[config.mk]
export PLATFORM = sky130hd
export DESIGN_NAME = packet_source_flat
export DESIGN_NICKNAME = d
export VERILOG_FILES = /design/src/rtl/packet_source_if.sv /design/src/rtl/packet_source.sv /design/src/flat_wrapper.sv
export SDC_FILE = /design/constraint.sdc
export NUM_CORES = 1
export LEC_CHECK = 0
export CAP_MARGIN = 20
export CORE_MARGIN = 3
export CORE_UTILIZATION = 33
export CTS_CLUSTER_DIAMETER = 150
export DETAILED_ROUTE_END_ITERATION = 8
export PLACE_DENSITY = 0.85
export RECOVER_POWER = 100
export SYNTH_ARGS = -nofsm -noshare
export SYNTH_HDL_FRONTEND = slang
export SYNTH_SLANG_ARGS = --single-unit
[constraint.sdc]
create_clock -name clk -period 3.3 [get_ports clk]
set_input_delay 0.33 -clock clk [delete_from_list [all_inputs] [get_ports clk]]
set_output_delay 0.33 -clock clk [all_outputs]
set_load 0.005 [all_outputs]
[src/rtl/packet_source_if.sv]
// Beat-level packet interface between the packet source and the packet controller.
// The master drives valid/eof/type/data; the slave returns ready.
interface packet_source_if #(
  parameter int DATA_W = 32
);
  logic              src_valid;
  logic              src_ready;
  logic              eof_flag;
  logic [1:0]        packet_type;
  logic [DATA_W-1:0] src_data;

  modport master (
    output src_valid,
    output eof_flag,
    output packet_type,
    output src_data,
    input  src_ready
  );

  modport slave (
    input  src_valid,
    input  eof_flag,
    input  packet_type,
    input  src_data,
    output src_ready
  );
endinterface

[src/rtl/packet_source.sv]
// Packet source: arbitrates data/ctrl/resp requesters and serialises the winner as len+1 beats.
// Define RR_ARB_EN for round-robin arbitration; otherwise fixed priority resp > ctrl > data.
module packet_source #(
  parameter int DATA_W = 32,
  parameter int LEN_W  = 4
) (
  input  logic              clk,
  input  logic              rst,
  input  logic              data_req_i,
  input  logic [LEN_W-1:0]  data_len_i,
  input  logic              ctrl_req_i,
  input  logic [LEN_W-1:0]  ctrl_len_i,
  input  logic              resp_req_i,
  input  logic [LEN_W-1:0]  resp_len_i,
  input  logic [DATA_W-1:0] beat_data_i,
  output logic [2:0]        grant_o,
  output logic              beat_pop_o,
  output logic              done_o,
  packet_source_if.master   src
);

  typedef enum logic {IDLE, SEND} state_e;

  state_e           state_q, state_d;
  logic [2:0]       grant_q, grant_d;
  logic [1:0]       type_q, type_d;
  logic [LEN_W-1:0] len_q, len_d;
  logic [LEN_W-1:0] cnt_q, cnt_d;
  logic             done_q, done_d;

  logic [2:0]       req;
  logic [2:0]       win;
  logic [1:0]       win_type;
  logic [LEN_W-1:0] win_len;
  logic             hs;
  logic             last_beat;

  assign req       = {resp_req_i, ctrl_req_i, data_req_i};
  assign last_beat = (cnt_q == len_q);
  assign hs        = src.src_valid & src.src_ready;

  assign src.src_valid   = (state_q == SEND);
  assign src.eof_flag    = src.src_valid & last_beat;
  assign src.packet_type = type_q;
  assign src.src_data    = beat_data_i;
  assign grant_o         = grant_q;
  assign beat_pop_o      = hs;
  assign done_o          = done_q;

`ifdef RR_ARB_EN
  logic [1:0] last_q, last_d;
  logic [1:0] idx;

  function automatic logic [1:0] rr_idx(input logic [1:0] last, input logic [1:0] off);
    logic [2:0] s;
    s = {1'b0, last} + {1'b0, off};
    return (s >= 3'd3) ? 2'(s - 3'd3) : s[1:0];
  endfunction

  // Search order starts just after the most recently granted requester.
  always_comb begin
    win      = 3'b000;
    win_type = 2'd0;
    idx      = 2'd0;
    for (int i = 1; i <= 3; i++) begin
      idx = rr_idx(last_q, 2'(i));
      if ((win == 3'b000) && req[idx]) begin
        win[idx] = 1'b1;
        win_type = idx;
      end
    end
  end
`else
  always_comb begin
    win      = 3'b000;
    win_type = 2'd0;
    if (req[2]) begin
      win      = 3'b100;
      win_type = 2'd2;
    end else if (req[1]) begin
      win      = 3'b010;
      win_type = 2'd1;
    end else if (req[0]) begin
      win      = 3'b001;
      win_type = 2'd0;
    end
  end
`endif

  always_comb begin
    case (win_type)
      2'd0:    win_len = data_len_i;
      2'd1:    win_len = ctrl_len_i;
      default: win_len = resp_len_i;
    endcase
  end

  always_comb begin
    state_d = state_q;
    grant_d = grant_q;
    type_d  = type_q;
    len_d   = len_q;
    cnt_d   = cnt_q;
    done_d  = 1'b0;
`ifdef RR_ARB_EN
    last_d  = last_q;
`endif
    case (state_q)
      IDLE: begin
        if (|req) begin
          state_d = SEND;
          grant_d = win;
          type_d  = win_type;
          len_d   = win_len;
          cnt_d   = '0;
`ifdef RR_ARB_EN
          last_d  = win_type;
`endif
        end
      end
      SEND: begin
        if (hs) begin
          if (last_beat) begin
            state_d = IDLE;
            grant_d = 3'b000;
            done_d  = 1'b1;
          end else begin
            cnt_d = cnt_q + 1'b1;
          end
        end
      end
      default: state_d = IDLE;
    endcase
  end

  always_ff @(posedge clk) begin
    if (rst) begin
      state_q <= IDLE;
      grant_q <= 3'b000;
      type_q  <= 2'd0;
      cnt_q   <= '0;
      done_q  <= 1'b0;
`ifdef RR_ARB_EN
      // Pointer at resp so that data wins the first arbitration.
      last_q  <= 2'd2;
`endif
    end else begin
      state_q <= state_d;
      grant_q <= grant_d;
      type_q  <= type_d;
      cnt_q   <= cnt_d;
      done_q  <= done_d;
`ifdef RR_ARB_EN
      last_q  <= last_d;
`endif
    end
  end

  // Packet length is payload-like and is always reloaded before use.
  always_ff @(posedge clk) begin
    len_q <= len_d;
  end

endmodule

[src/flat_wrapper.sv]
// flat-port wrapper written by rule: the top's interface ports become plain ports
module packet_source_flat 
#(
  parameter int DATA_W = 32,
  parameter int LEN_W  = 4
)
  (clk, rst, data_req_i, data_len_i, ctrl_req_i, ctrl_len_i, resp_req_i, resp_len_i, beat_data_i, grant_o, beat_pop_o, done_o, src_src_valid, src_eof_flag, src_packet_type, src_src_data, src_src_ready);
  packet_source_if #(.DATA_W(DATA_W)) src_i ();
  input  logic clk;
  input  logic rst;
  input  logic data_req_i;
  input  logic [LEN_W-1:0] data_len_i;
  input  logic ctrl_req_i;
  input  logic [LEN_W-1:0] ctrl_len_i;
  input  logic resp_req_i;
  input  logic [LEN_W-1:0] resp_len_i;
  input  logic [DATA_W-1:0] beat_data_i;
  output logic [2:0] grant_o;
  output logic beat_pop_o;
  output logic done_o;
  output wire logic [$bits(src_i.src_valid)-1:0] src_src_valid;
  output wire logic [$bits(src_i.eof_flag)-1:0] src_eof_flag;
  output wire logic [$bits(src_i.packet_type)-1:0] src_packet_type;
  output wire logic [$bits(src_i.src_data)-1:0] src_src_data;
  input wire logic [$bits(src_i.src_ready)-1:0] src_src_ready;
  assign src_src_valid = src_i.src_valid;
  assign src_eof_flag = src_i.eof_flag;
  assign src_packet_type = src_i.packet_type;
  assign src_src_data = src_i.src_data;
  assign src_i.src_ready = src_src_ready;
  packet_source #(.DATA_W(DATA_W), .LEN_W(LEN_W)) u_core (.clk(clk), .rst(rst), .data_req_i(data_req_i), .data_len_i(data_len_i), .ctrl_req_i(ctrl_req_i), .ctrl_len_i(ctrl_len_i), .resp_req_i(resp_req_i), .resp_len_i(resp_len_i), .beat_data_i(beat_data_i), .grant_o(grant_o), .beat_pop_o(beat_pop_o), .done_o(done_o), .src(src_i));
endmodule
---- Yosys cells after proc, flatten, opt, wreduce, memory -nomap -nowiden ----
Index checks and enable logic that the tools add are counted.
word-level totals
  register bits after elaboration ......... 15
  input port bits ......................... 50
  output and inout port bits .............. 41
cells by class
  $add $sub $neg .......................... 1
  reduce and logical (&&, ||, !) cells .... 6
  equal/unequal tests ..................... 6
  bitwise gates (word level) .............. 4
  multiplexer cells ....................... 19
operators with widths
  cell                                                   number
  one-hot mux 4 bit (2 select lines)                     2
  2-to-1 mux 3 bit                                       5
  2-to-1 mux 4 bit                                       3
  2-to-1 mux 1 bit                                       6
  inequality test 2 bit, second input constant           3
  one-hot mux 3 bit (2 select lines)                     1
  AND reduction 3 bit                                    2
  OR reduction 3 bit                                     2
  adder 4 x 1 -> 4 bit, second input constant            1
  equality test 4 bit                                    1
  AND 1 bit                                              2
  equality test 2 x 1 -> 1 bit, second input constant    1
  zero test 2 bit                                        1
  2-to-1 mux 2 bit                                       1
  inequality test 2 x 1 -> 1 bit, second input constant  1
  inverter 1 bit                                         2
  one-hot mux 1 bit (2 select lines)                     1
  AND reduction 2 bit                                    1

---- Depth between registers and ports, before layout ----
Gate-level depths: netlist of run 1.
  word-level depth ........................ 5
  mapped depth ............................ 6
  gate-level depth less buffers ........... 5

---- Least setup slack after synthesis of run 1 ----
No wires, ideal clock.
  kind .................................... input to register
  from .................................... input ctrl_req_i
  to ...................................... register u_core.grant_q[0], in the netlist u_core.grant_o[0]
  slack ................................... 1922 ps
  stages .................................. 6
  arrival ................................. 1260 ps
  path buffers ............................ 1
  setup time .............................. 117 ps
  cell sequence ........................... buf_2 -> nor3_1 -> or2_2 -> inv_1 -> a211oi_2 -> a32o_1
between the ends
  longest elaborated chain between the ends .. 4
RTL lines
  what                                RTL line              RTL
  start: declaration                  flat_wrapper.sv:13    input logic ctrl_req_i;
  2-to-1 mux 3 bit                    packet_source.sv:80   end else if (req[1]) begin
  2-to-1 mux 3 bit                    packet_source.sv:77   if (req[2]) begin
  2-to-1 mux 3 bit                    packet_source.sv:110  if (|req) begin
  one-hot mux 3 bit (2 select lines)  packet_source.sv:108  case (state_q)
  end signal: assignment              packet_source.sv:149  grant_q <= grant_d;
  end: declaration                    packet_source.sv:25   logic [2:0] grant_q, grant_d;
Several ways; a longest one is shown, not always the timed one. The select of a mux whose other input is x is not followed.
A chain may end at the register's enable or synchronous reset.

---- Worst setup path in the final report of run 1 ----
  from .................................... register u_core.cnt_q[0]
  to ...................................... output src_eof_flag
between the ends
  longest elaborated chain between the ends .. 2
RTL lines
  what                      RTL line              RTL
  start: declaration        packet_source.sv:28   logic [LEN_W-1:0] cnt_q, cnt_d;
  start signal: assignment  packet_source.sv:151  cnt_q <= cnt_d;
  equality test 4 bit       packet_source.sv:39   assign last_beat = (cnt_q == len_q);
  AND 1 bit                 packet_source.sv:43   assign src.eof_flag = src.src_valid & last_beat;
  end: declaration          flat_wrapper.sv:22    output wire logic [$bits(src_i.eof_flag)-1:0] src_eof_flag;
No other way between the ends.

==> qor.yml, run 1 <==
rsz0062_at_grt: "no"
cts_root_buffer: "clkbuf_4"
clock_latency_ns: 0.28
dr.pass1.iters: 4
required_ns: 2.97
dp_hpwl_um: 1630
hold_violations: 0
grt_max_degree: 16
overflow: 0
drc: 0
yosys.area.top_type: "buf_4"
cp-start-kind: "flip-flop"
synthAdderAreaFrac_pct: 1.25
dieWidth_um: 61.2
ys.flop_type: "dfxtp_1"
vias: 750
netlist-cell-type-count: 33
power.leakage_uw: 0.000415
p_total_uw: 394
dieArea_mm2: 0.00374
synthArstFlopShare_pct: 0
worst-path-max-fanout: 8
cts_inserted_buffers: 3
cts.clk_slew.worst_paths_ns: 0.09
period_minus_slack_ns: 2.35
fin_crit_sh_pct: 71.3
synth-edff-count: 4
clock.fmax_mhz: 425
drt_iter0_drc: 38
synth_area_leaders: "buf_4 24%, dfxtp_1 22%, edfxtp_1 12%"
crit_path_end_kind: "output pin"
critical-path-slowest-cell: "clkdlybuf4s50_1"
outcome: "completed"
grt_pass1_vias: 735
drive_gt1_share_pct: 6.54
synthMuxAreaShare_pct: 5.11
netlist_area_mm2: 0.00100
critical_path_class: "flip-flop to output pin"
drv_cap: 0
routed_wl_um: 2040
final_common_cell: "clkdlybuf4s50_1"
synth_top_family_by_area: "buffers and inverters"
stdcell_count: 138
fillCellCount: 295
clk_path_buf_depth: 2
portBuffers: 26
initial_core_util_pct: 35.5
synth_fp_nets: 165
layout_common_cells: "17 x clkdlybuf4s50_1, 11 x dfxtp_1, 9 x dlygate4sd3_1"
cts_resized: 0
dp_cells: 134
rows: 19
synth_xor_area_share_pct: 3.49
synth_seq_area_share_pct: 33.9
antenna_found_initial: 0
crit_arrival_ns: 2.02
ys_ff_latch: 15
finalMaxSlewViolations: 0
synth-compound-area-share_pct: 15.1
grt_usage_pct: 11.6
io_pins: 91
routabilityCongestion: 0.827
htreeDepth: 1
synth.avg_cell_area_um2: 8.81
setup_viol: 0
p_per_area_mw_per_mm2: 373
hp-class: "flip-flop to flip-flop"
cpPeakStageDelay_ns: 0.49
path_cells: "xnor2_1, and4_1, and2_2, clkdlybuf4s50_1"
nets: 159
antenna_cells: 0
core_mm2: 0.00283
tns_ns: 0
fin_skew_ns: 0.000473
yosysTopAreaCellShare_pct: 23.9
max_slew_margin_pct: 67.6
yosys_warnings: 0
ctsHoldBuffers: 0
synthSimpleGateAreaFrac_pct: 12.0
routedWlPerCell_um: 14.8
die_h_um: 61.2
clock_sinks: 15
tightestPinTransition_ns: 0.485
tritoncts: "yes"
vias_per_cell: 5.43
post_cts_buffers: 0
peakVddDrop_mv: 0.222
ant_nets: 0
area_growth_pct: 5.11
synthCells: 114
grt_first_pass_wirelength_um: 3250
worst paths after layout:
path / start / endpoint / slack (ns) / cells after the start
min reg2reg: u_core.grant_o[0]$_SDFFE_PP0P_ / u_core.grant_o[0]$_SDFFE_PP0P_ / 0.48 / 1
max: u_core.cnt_q[0]$_SDFFE_PP0P_ / src_eof_flag / 0.95 / 4
max reg2reg: u_core.src.src_valid$_SDFF_PP0_ / u_core.grant_o[1]$_SDFFE_PP0P_ / 1.70 / 4
min: u_core.grant_o[0]$_SDFFE_PP0P_ / u_core.grant_o[0]$_SDFFE_PP0P_ / 0.48 / 1
worst max-delay path: cells and delay by family, from the launching register on:
family | cells | cell delay (ns)
buffers and inverters | 1 | 0.49
flip-flops | 1 | 0.47
XOR/XNOR | 1 | 0.18
AND/OR/NAND/NOR | 2 | 0.59
flip-flops by register name, indices dropped and copies added, names as in the netlist:
signal	flops
u_core.cnt_q	4
u_core.len_q	4
u_core.grant_o	3
u_core.src.packet_type	2
u_core.done_o	1
u_core.src.src_valid	1
power by group:
part | switching (µW) | internal (µW)
clock network | 59.6 | 45.1
logic | 33.0 | 44.1
registers | 10.7 | 202
cells by family (layout without fill, tap and decap cells):
kind of cell	after synthesis	after routing
AO/OA/AOI/OAI	22	22
XOR/XNOR	4	4
adder cells (fa/ha/maj)	1	1
buffers and inverters	44	37
flip-flops	15	15
multiplexers	5	5
AND/OR/NAND/NOR	23	23
routing by layer:
layer / up-vias / GRT usage (%) / wire, µm
met2: 53 / 18.7 / 936
met3: 12 / 6.29 / 289
met4: 0 / 4.64 / 53
met1: 337 / 12.8 / 760
met5: - / 0 / 0
li1: 348 / - / -
cell type report:
cell class | instances | area [µm²] | area share, %
Clock buffer | 3 | 22.5 | 2.13
Clock inverter | 1 | 5.00 | 0.474
Inverter | 7 | 26.3 | 2.49
Multi-Input combinational cell | 55 | 363 | 34.4
Sequential cell | 15 | 340 | 32.2
Tap cell | 31 | 38.8 | 3.67
Timing Repair Buffer | 26 | 260 | 24.6
stage by stage:
step | utilization (%) | cell area [µm²] | worst slack, ns | hold WS (ns)
floorplan | - | 1000 | 1.92 | 0.466
global placement | 36.6 | 1040 | 1.33 | 0.455
detailed placement | 36.6 | 1040 | 1.27 | 0.461
CTS | 37.6 | 1060 | 1.08 | 0.494
global route | 37.3 | 1060 | 0.865 | 0.511
finish | 37.3 | 1060 | 0.947 | 0.484
synthesized netlist by cell type (2+ instances only):
cell and instances:
a21oi_1 4, a22o_1 2, a22oi_1 2, buf_4 32, clkbuf_1 3, dfxtp_1 11, edfxtp_1 4, inv_1 7
mux2i_1 4, nand2_1 5, nand3_1 3, nor2_1 4, nor3_1 4, o211ai_1 2, o21ai_0 5, o22ai_1 2
xnor2_1 4
(Power assumes the default switching activity.)
==> inputs of run 2 (changes only) <==
- CORE_UTILIZATION: 33 -> 28
- PLACE_DENSITY: 0.85 -> 0.77
- clock period: 3.3 -> 2.1 ns (I/O delays scaled with it)
==> qor.yml, run 2 (synthesized netlist as in run 1, its figures left out) <==
outcome: "completed"
p_seq_share_pct: 53.6  # -0.3 points
grt_first_pass_wirelength_um: 3160  # -2.7%
hp-class: "input port to output pin"
dp_hpwl_um: 1500  # -7.5%
routedWlPerCell_um: 12.8  # -14%
worst-path-max-fanout: 5  # -3
overflow: 0  # unchanged
vias: 773  # +3.1%
core_mm2: 0.00339  # +20%
tightestPinTransition_ns: 0.444  # -0.0408 ns
clk_path_buf_depth: 2  # unchanged
portBuffers: 26  # unchanged
r2r-end: "u_core.grant_o[2]$_SDFFE_PP0P_"
critical_path_class: "flip-flop to output pin"
routed_wl_um: 2000  # -1.7%
fin_skew_ns: 0.00791  # +0.00743 ns
cts_root_buffer: "clkbuf_4"
clock.fmax_mhz: 501
drive_gt1_share_pct: 10.8  # +4.3 points
ant_nets: 0  # unchanged
whs_ns: 0.420  # -0.0644 ns
place_area_mm2: 0.00107  # +3.3%
r2r_slack_ns: 0.56  # -1.14 ns
seq_area_um2: 344  # +1.1%
finalInstanceArea_mm2: 0.00110  # +4.4%
grt_max_degree: 16  # unchanged
tritoncts: "yes"
tns_ns: 0  # unchanged
cts_inserted_buffers: 3  # unchanged
max_slew_margin_pct: 70.2  # +2.6 points
hold_violations: 0  # unchanged
drt_iter0_drc: 39  # +2.6%
p_sw_uw: 159  # +54%
initial_core_util_pct: 29.6  # -5.9 points
fillCellCount: 363  # +23%
htreeDepth: 1  # unchanged
p_per_area_mw_per_mm2: 567  # +52%
min_from: "beat_data_i[11]"
p_comb_share_pct: 20.6  # +1.0 points
drc: 0  # unchanged
setup_viol: 0  # unchanged
crit_arrival_ns: 1.79  # -0.23 ns
die_h_um: 65.9  # +7.7%
dieWidth_um: 65.9  # +7.7%
peakVddDrop_mv: 0.322  # +45%
holdPathStages: 0  # -1
required_ns: 1.89  # -1.08 ns
p_int_uw: 466  # +60%
r2r-start: "u_core.cnt_q[1]$_SDFFE_PP0P_"
ctsHoldBuffers: 0  # unchanged
vias_per_cell: 4.92  # -9.4%
ff2ff_path_depth: 5  # +1
cp-start-kind: "flip-flop"
cts.clk_slew.worst_paths_ns: 0.09  # about the same
period_minus_slack_ns: 2.00
crit_path_end_kind: "output pin"
dr.pass1.iters: 4  # unchanged
cp_num_buf_inv: 1  # unchanged
clkPwrFrac_pct: 25.8  # -0.8 points
area_growth_pct: 9.71
cpLargestDelayFamily: "buffers and inverters"
p_sw_share_pct: 25.4  # -0.79 points
path_cells: "xnor2_1, and4_4, and2_2, clkdlybuf4s50_1"
antenna_found_initial: 0  # unchanged
final_common_cell: "clkdlybuf4s50_1"
io_pins: 91  # unchanged
dieArea_mm2: 0.00434  # +16%
antenna_cells: 0  # unchanged
grt_pass1_vias: 721  # -1.9%
rsz0062_at_grt: "no"
p_total_uw: 625  # +58%
clock_latency_ns: 0.28  # about the same
power.leakage_uw: 0.000427  # +2.9%
grt_usage_pct: 9.43  # -2.2 points
whs_endpoint: "src_src_data[11]"
fin_crit_sh_pct: 95.1
multi_input_area_um2: 365  # +0.69%
layout_common_cells: "17 x clkdlybuf4s50_1, 9 x dlygate4sd3_1, 8 x dfxtp_1"
drv_cap: 0  # unchanged
nets: 163  # +2.5%
clock_sinks: 15  # unchanged
routabilityCongestion: 0.821  # -0.77%
rows: 21  # +2
critical-path-slowest-cell: "clkdlybuf4s50_1"
cpPeakStageDelay_ns: 0.49  # about the same
finalMaxSlewViolations: 0  # unchanged
## run 2: cell types whose count changed in the layout (fill, tap and decap cells not counted), moves of 2 or more
| cell | previous run | this run |
|---|---|---|
| dfxtp_1 | 11 | 8 |
| dfxtp_2 | 0 | 3 |
| clkbuf_1 | 0 | 3 |
| buf_4 | 0 | 2 |
## run 2: timing repair
| action | 4_1_cts | 5_1_grt |
|---|---|---|
| setup buffers | 0 | 2 |
| setup endpoints to repair | 0 | 2 |
| resized for setup | 0 | 3 |
## run 2: power by group through the flow
stage               registers [µW]  clock network, µW  logic, µW
global route                   338                182        141
global placement               340                  0        127
detailed placement             340                  0        131
CTS                            334                166        131
finish                         335                161        129
floorplan                      335                  0        120
## run 2: cell type report
type | instances | share of cell area (%)
inverters | 7 | 2.38
flip-flops and latches | 15 | 31.2
clock buffers | 4 | 2.38
repair buffers | 30 | 25.7
multi-input cells | 55 | 33.1
well taps | 46 | 5.22
## run 2: worst max path at each step
stage | start | slack [ns] | cells past startpoint | end
floorplan | u_core.len_q[1]$_DFFE_PP_ | 0.75 | 5 | u_core.cnt_q[0]$_SDFFE_PP0P_
detailed placement | src_src_ready | 0.34 | 4 | beat_pop_o
finish | u_core.cnt_q[1]$_SDFFE_PP0P_ | 0.10 | 4 | src_eof_flag
global placement | src_src_ready | 0.35 | 4 | beat_pop_o
global route | u_core.len_q[3]$_DFFE_PP_ | 0.03 | 4 | src_eof_flag
CTS | u_core.cnt_q[0]$_SDFFE_PP0P_ | 0.03 | 4 | src_eof_flag
## run 2: routing by layer
| layer | global-route usage (%) | up-vias | share of wire (%) |
|---|---|---|---|
| met5 | 0 | - | 0 |
| li1 | - | 358 | - |
| met4 | 4.66 | 0 | 1.5 |
| met1 | 10.5 | 360 | 38 |
| met2 | 16.1 | 49 | 51 |
| met3 | 2.89 | 6 | 8.9 |
## run 2: worst reg2reg max path, stage by stage (launching register included)
cell	delay [ns]
dfxtp_1	0.43
xnor2_1	0.12
and4_4	0.22
buf_4	0.14
a211oi_1	0.39
a22o_1	0.19
## run 2: stage by stage
stage / setup WS, ns / util (%) / std cells
5_1_grt: 0.0309 / 32.5 / 157
3_5_place_dp: 0.343 / 31.6 / 151
2_1_floorplan: 0.749 / - / 114
3_3_place_gp: 0.350 / 31.6 / 151
4_1_cts: 0.0269 / 32.3 / 155
6_report: 0.103 / 32.5 / 157
==> inputs of run 3 (changes only) <==
- ABC_AREA: unset -> 1
- PLACE_DENSITY: 0.77 -> 0.76
==> qor.yml, run 3 <==
grt_usage_pct: 9.27  # -0.16 points
whs_ns: 0.420  # unchanged
rows: 21  # unchanged
routedWlPerCell_um: 9.98  # -22%
p_seq_share_pct: 46.6  # -7.0 points
max_slew_margin_pct: 52.4  # -18 points
p_sw_uw: 206  # +30%
p_per_area_mw_per_mm2: 648  # +14%
tns_ns: 0  # unchanged
routabilityCongestion: 0.840  # +2.4%
post-route-util_pct: 33.2  # +0.63 points
cpPeakStageDelay_ns: 0.49  # about the same
core_mm2: 0.00344  # +1.6%
htreeDepth: 1  # unchanged
portBuffers: 26  # unchanged
r2r_slack_ns: 0.56  # about the same
drive_gt1_share_pct: 7.75  # -3.1 points
pre_cts_ws_ns: 0.431  # +0.0880 ns
setup_viol: 0  # unchanged
antenna_found_initial: 0  # unchanged
grt_first_pass_wirelength_um: 3170  # +0.44%
final_common_cell: "nand2_1"
fin_skew_ns: 0.00730  # -0.000607 ns
power.leakage_uw: 0.000536  # +26%
synth-edff-count: 4  # unchanged
worst-path-max-fanout: 5  # unchanged
dieWidth_um: 66.8  # +1.3%
dieArea_mm2: 0.00446  # +2.6%
clock_latency_ns: 0.25  # -0.03 ns
period_minus_slack_ns: 1.93  # -0.0657 ns
r2r-end: "u_core.len_q[2]$_DFFE_PP_"
ant_nets: 0  # unchanged
critical-path-slowest-cell: "clkdlybuf4s50_1"
p_int_uw: 533  # +14%
layout_common_cells: "38 x nand2_1, 18 x inv_1, 17 x clkdlybuf4s50_1"
die_h_um: 66.8  # +1.3%
stdcell_count: 188  # +20%
path_cells: "inv_1, nand2_1, nand2_1, nor2_2, nand3_2, inv_1, clkdlybuf4s50_1"
synth.most_common_cell: "nand2_1"
critical_path_class: "flip-flop to output pin"
hp-class: "input port to output pin"
worstSetupStartpoint: "u_core.cnt_q[0]$_SDFFE_PP0P_"
ff2ff_path_depth: 3  # -2
peakVddDrop_mv: 0.264  # -18%
hold_violations: 0  # unchanged
r2r-start: "u_core.src.src_valid$_SDFF_PP0_"
dr.pass1.iters: 4  # unchanged
yosysTopAreaCellShare_pct: 23.2  # -0.67 points
clock.fmax_mhz: 518  # +3.4%
synth_fp_nets: 197  # +19%
setup_slack_ns: 0.169  # +0.0657 ns
cts_inserted_buffers: 3  # unchanged
initial_core_util_pct: 30.0  # +0.38 points
dp_cells: 184  # +22%
nets: 194  # +19%
fin_crit_sh_pct: 92.0  # -3.1 points
routed_wl_um: 1880  # -6.3%
synth.avg_cell_area_um2: 7.08  # -20%
grt_max_degree: 10  # -6
dp_hpwl_um: 1500  # -0.17%
p_sw_share_pct: 27.9  # +2.5 points
tritoncts: "yes"
required_ns: 1.89  # about the same
clock_sinks: 15  # unchanged
drc: 0  # unchanged
timing.critical_path.to: "src_eof_flag"
p_comb_share_pct: 21.6  # +1.0 points
drv_cap: 0  # unchanged
drt_iter0_drc: 12  # -69%
ys.flop_type: "dfxtp_1"
ys_ff_latch: 15  # unchanged
finalMaxSlewViolations: 0  # unchanged
overflow: 0  # unchanged
synthCells: 146  # +28%
synth_seq_area_share_pct: 32.9  # -0.94 points
synthArstFlopShare_pct: 0  # unchanged
netlist-cell-type-count: 21  # -36%
grt_pass1_vias: 788  # +9.3%
crit_path_end_kind: "output pin"
tightestPinTransition_ns: 0.706  # +0.262 ns
io_pins: 91  # unchanged
netlist_area_mm2: 0.00103  # +2.9%
area_growth_pct: 10.4
cp-start-kind: "flip-flop"
antenna_cells: 0  # unchanged
crit_arrival_ns: 1.72  # -0.07 ns
synthTopCellsByCount: "38 x nand2_1, 32 x buf_4, 17 x inv_1, 13 x nand3_1, 11 x dfxtp_1"
vias_per_cell: 4.32  # -12%
outcome: "completed"
clkPwrFrac_pct: 31.8  # +6.0 points
cts.clk_slew.worst_paths_ns: 0.06  # -0.03 ns
holdPathStages: 0  # unchanged
clk_path_buf_depth: 2  # unchanged
post_cts_buffers: 0  # unchanged
cts_root_buffer: "clkbuf_8"
rsz0062_at_grt: "no"
yosys_warnings: 0  # unchanged
synth_area_leaders: "buf_4 23%, dfxtp_1 21%, nand2_1 14%"
vias: 812  # +5.0%
yosys.area.top_type: "buf_4"
[run 3: cell count changes after synthesis, sizes merged, moves of 4 or more]
cell | before | now
inv | 7 | 18
xnor2 | 4 | 0
nor3 | 4 | 0
a21oi | 4 | 8
nand2 | 5 | 40
nor2 | 4 | 11
mux2i | 4 | 0
nand3 | 3 | 15
[run 3: what timing repair did]
item,CTS,global route
hold buffers,0,0
endpoints found under the setup margin,0,1
resized for setup,0,1
[run 3: worst min path at each step]
stage | start | endpoint | slack [ns]
final | beat_data_i[12] | src_src_data[12] | 0.42
after detailed placement | beat_data_i[22] | src_src_data[22] | 0.42
after CTS | beat_data_i[22] | src_src_data[22] | 0.42
after global placement | beat_data_i[22] | src_src_data[22] | 0.42
after floorplan | data_req_i | u_core.grant_o[0]$_SDFFE_PP0P_ | 0.38
after global routing | beat_data_i[28] | src_src_data[28] | 0.42
[run 3: cell type report]
type	count	area [µm²]
Inverter	18	67.6
Clock inverter	1	5.00
Fill cell	363	2300
Timing Repair Buffer	26	260
Clock buffer	3	41.3
Sequential cell	15	342
Multi-Input combinational cell	79	368
Tap cell	46	57.6
[run 3: power by group through the flow]
stage / Combinational [µW] / Clock, µW / Sequential (µW)
2_1_floorplan: 150 / 0 / 343
3_3_place_gp: 163 / 0 / 350
3_5_place_dp: 167 / 0 / 351
4_1_cts: 168 / 237 / 344
5_1_grt: 181 / 253 / 348
6_report: 160 / 235 / 345
[run 3: kinds of logic after synthesis]
logic type               synth area share, %
AND/OR/NAND/NOR                         28.8
buffers and inverters                   30.6
flip-flops                              32.9
AO/OA/AOI/OAI                           5.57
XOR/XNOR                               0.848
adder cells (fa/ha/maj)                 1.21
[run 3: critical path: cells and delay by family, from the launching register on]
| family | cells | cell delay [ns] |
|---|---|---|
| buf+inv | 3 | 0.65 |
| flops | 1 | 0.40 |
| simple gates | 4 | 0.43 |
[run 3: through the flow]
stage          area (µm²)  power, µW
2_1_floorplan        1030        493
3_3_place_gp         1100        513
3_5_place_dp         1100        517
4_1_cts              1150        750
5_1_grt              1140        782
6_report             1140        739
[run 3: layer usage]
metal  vias up  share of wire (%)  GRT usage (%)
li1        413                  -              -
met1       364                 43           10.3
met2        26                 48           14.4
met3         9                7.0           4.22
met4         0                2.5           5.58
met5         -                  0              0
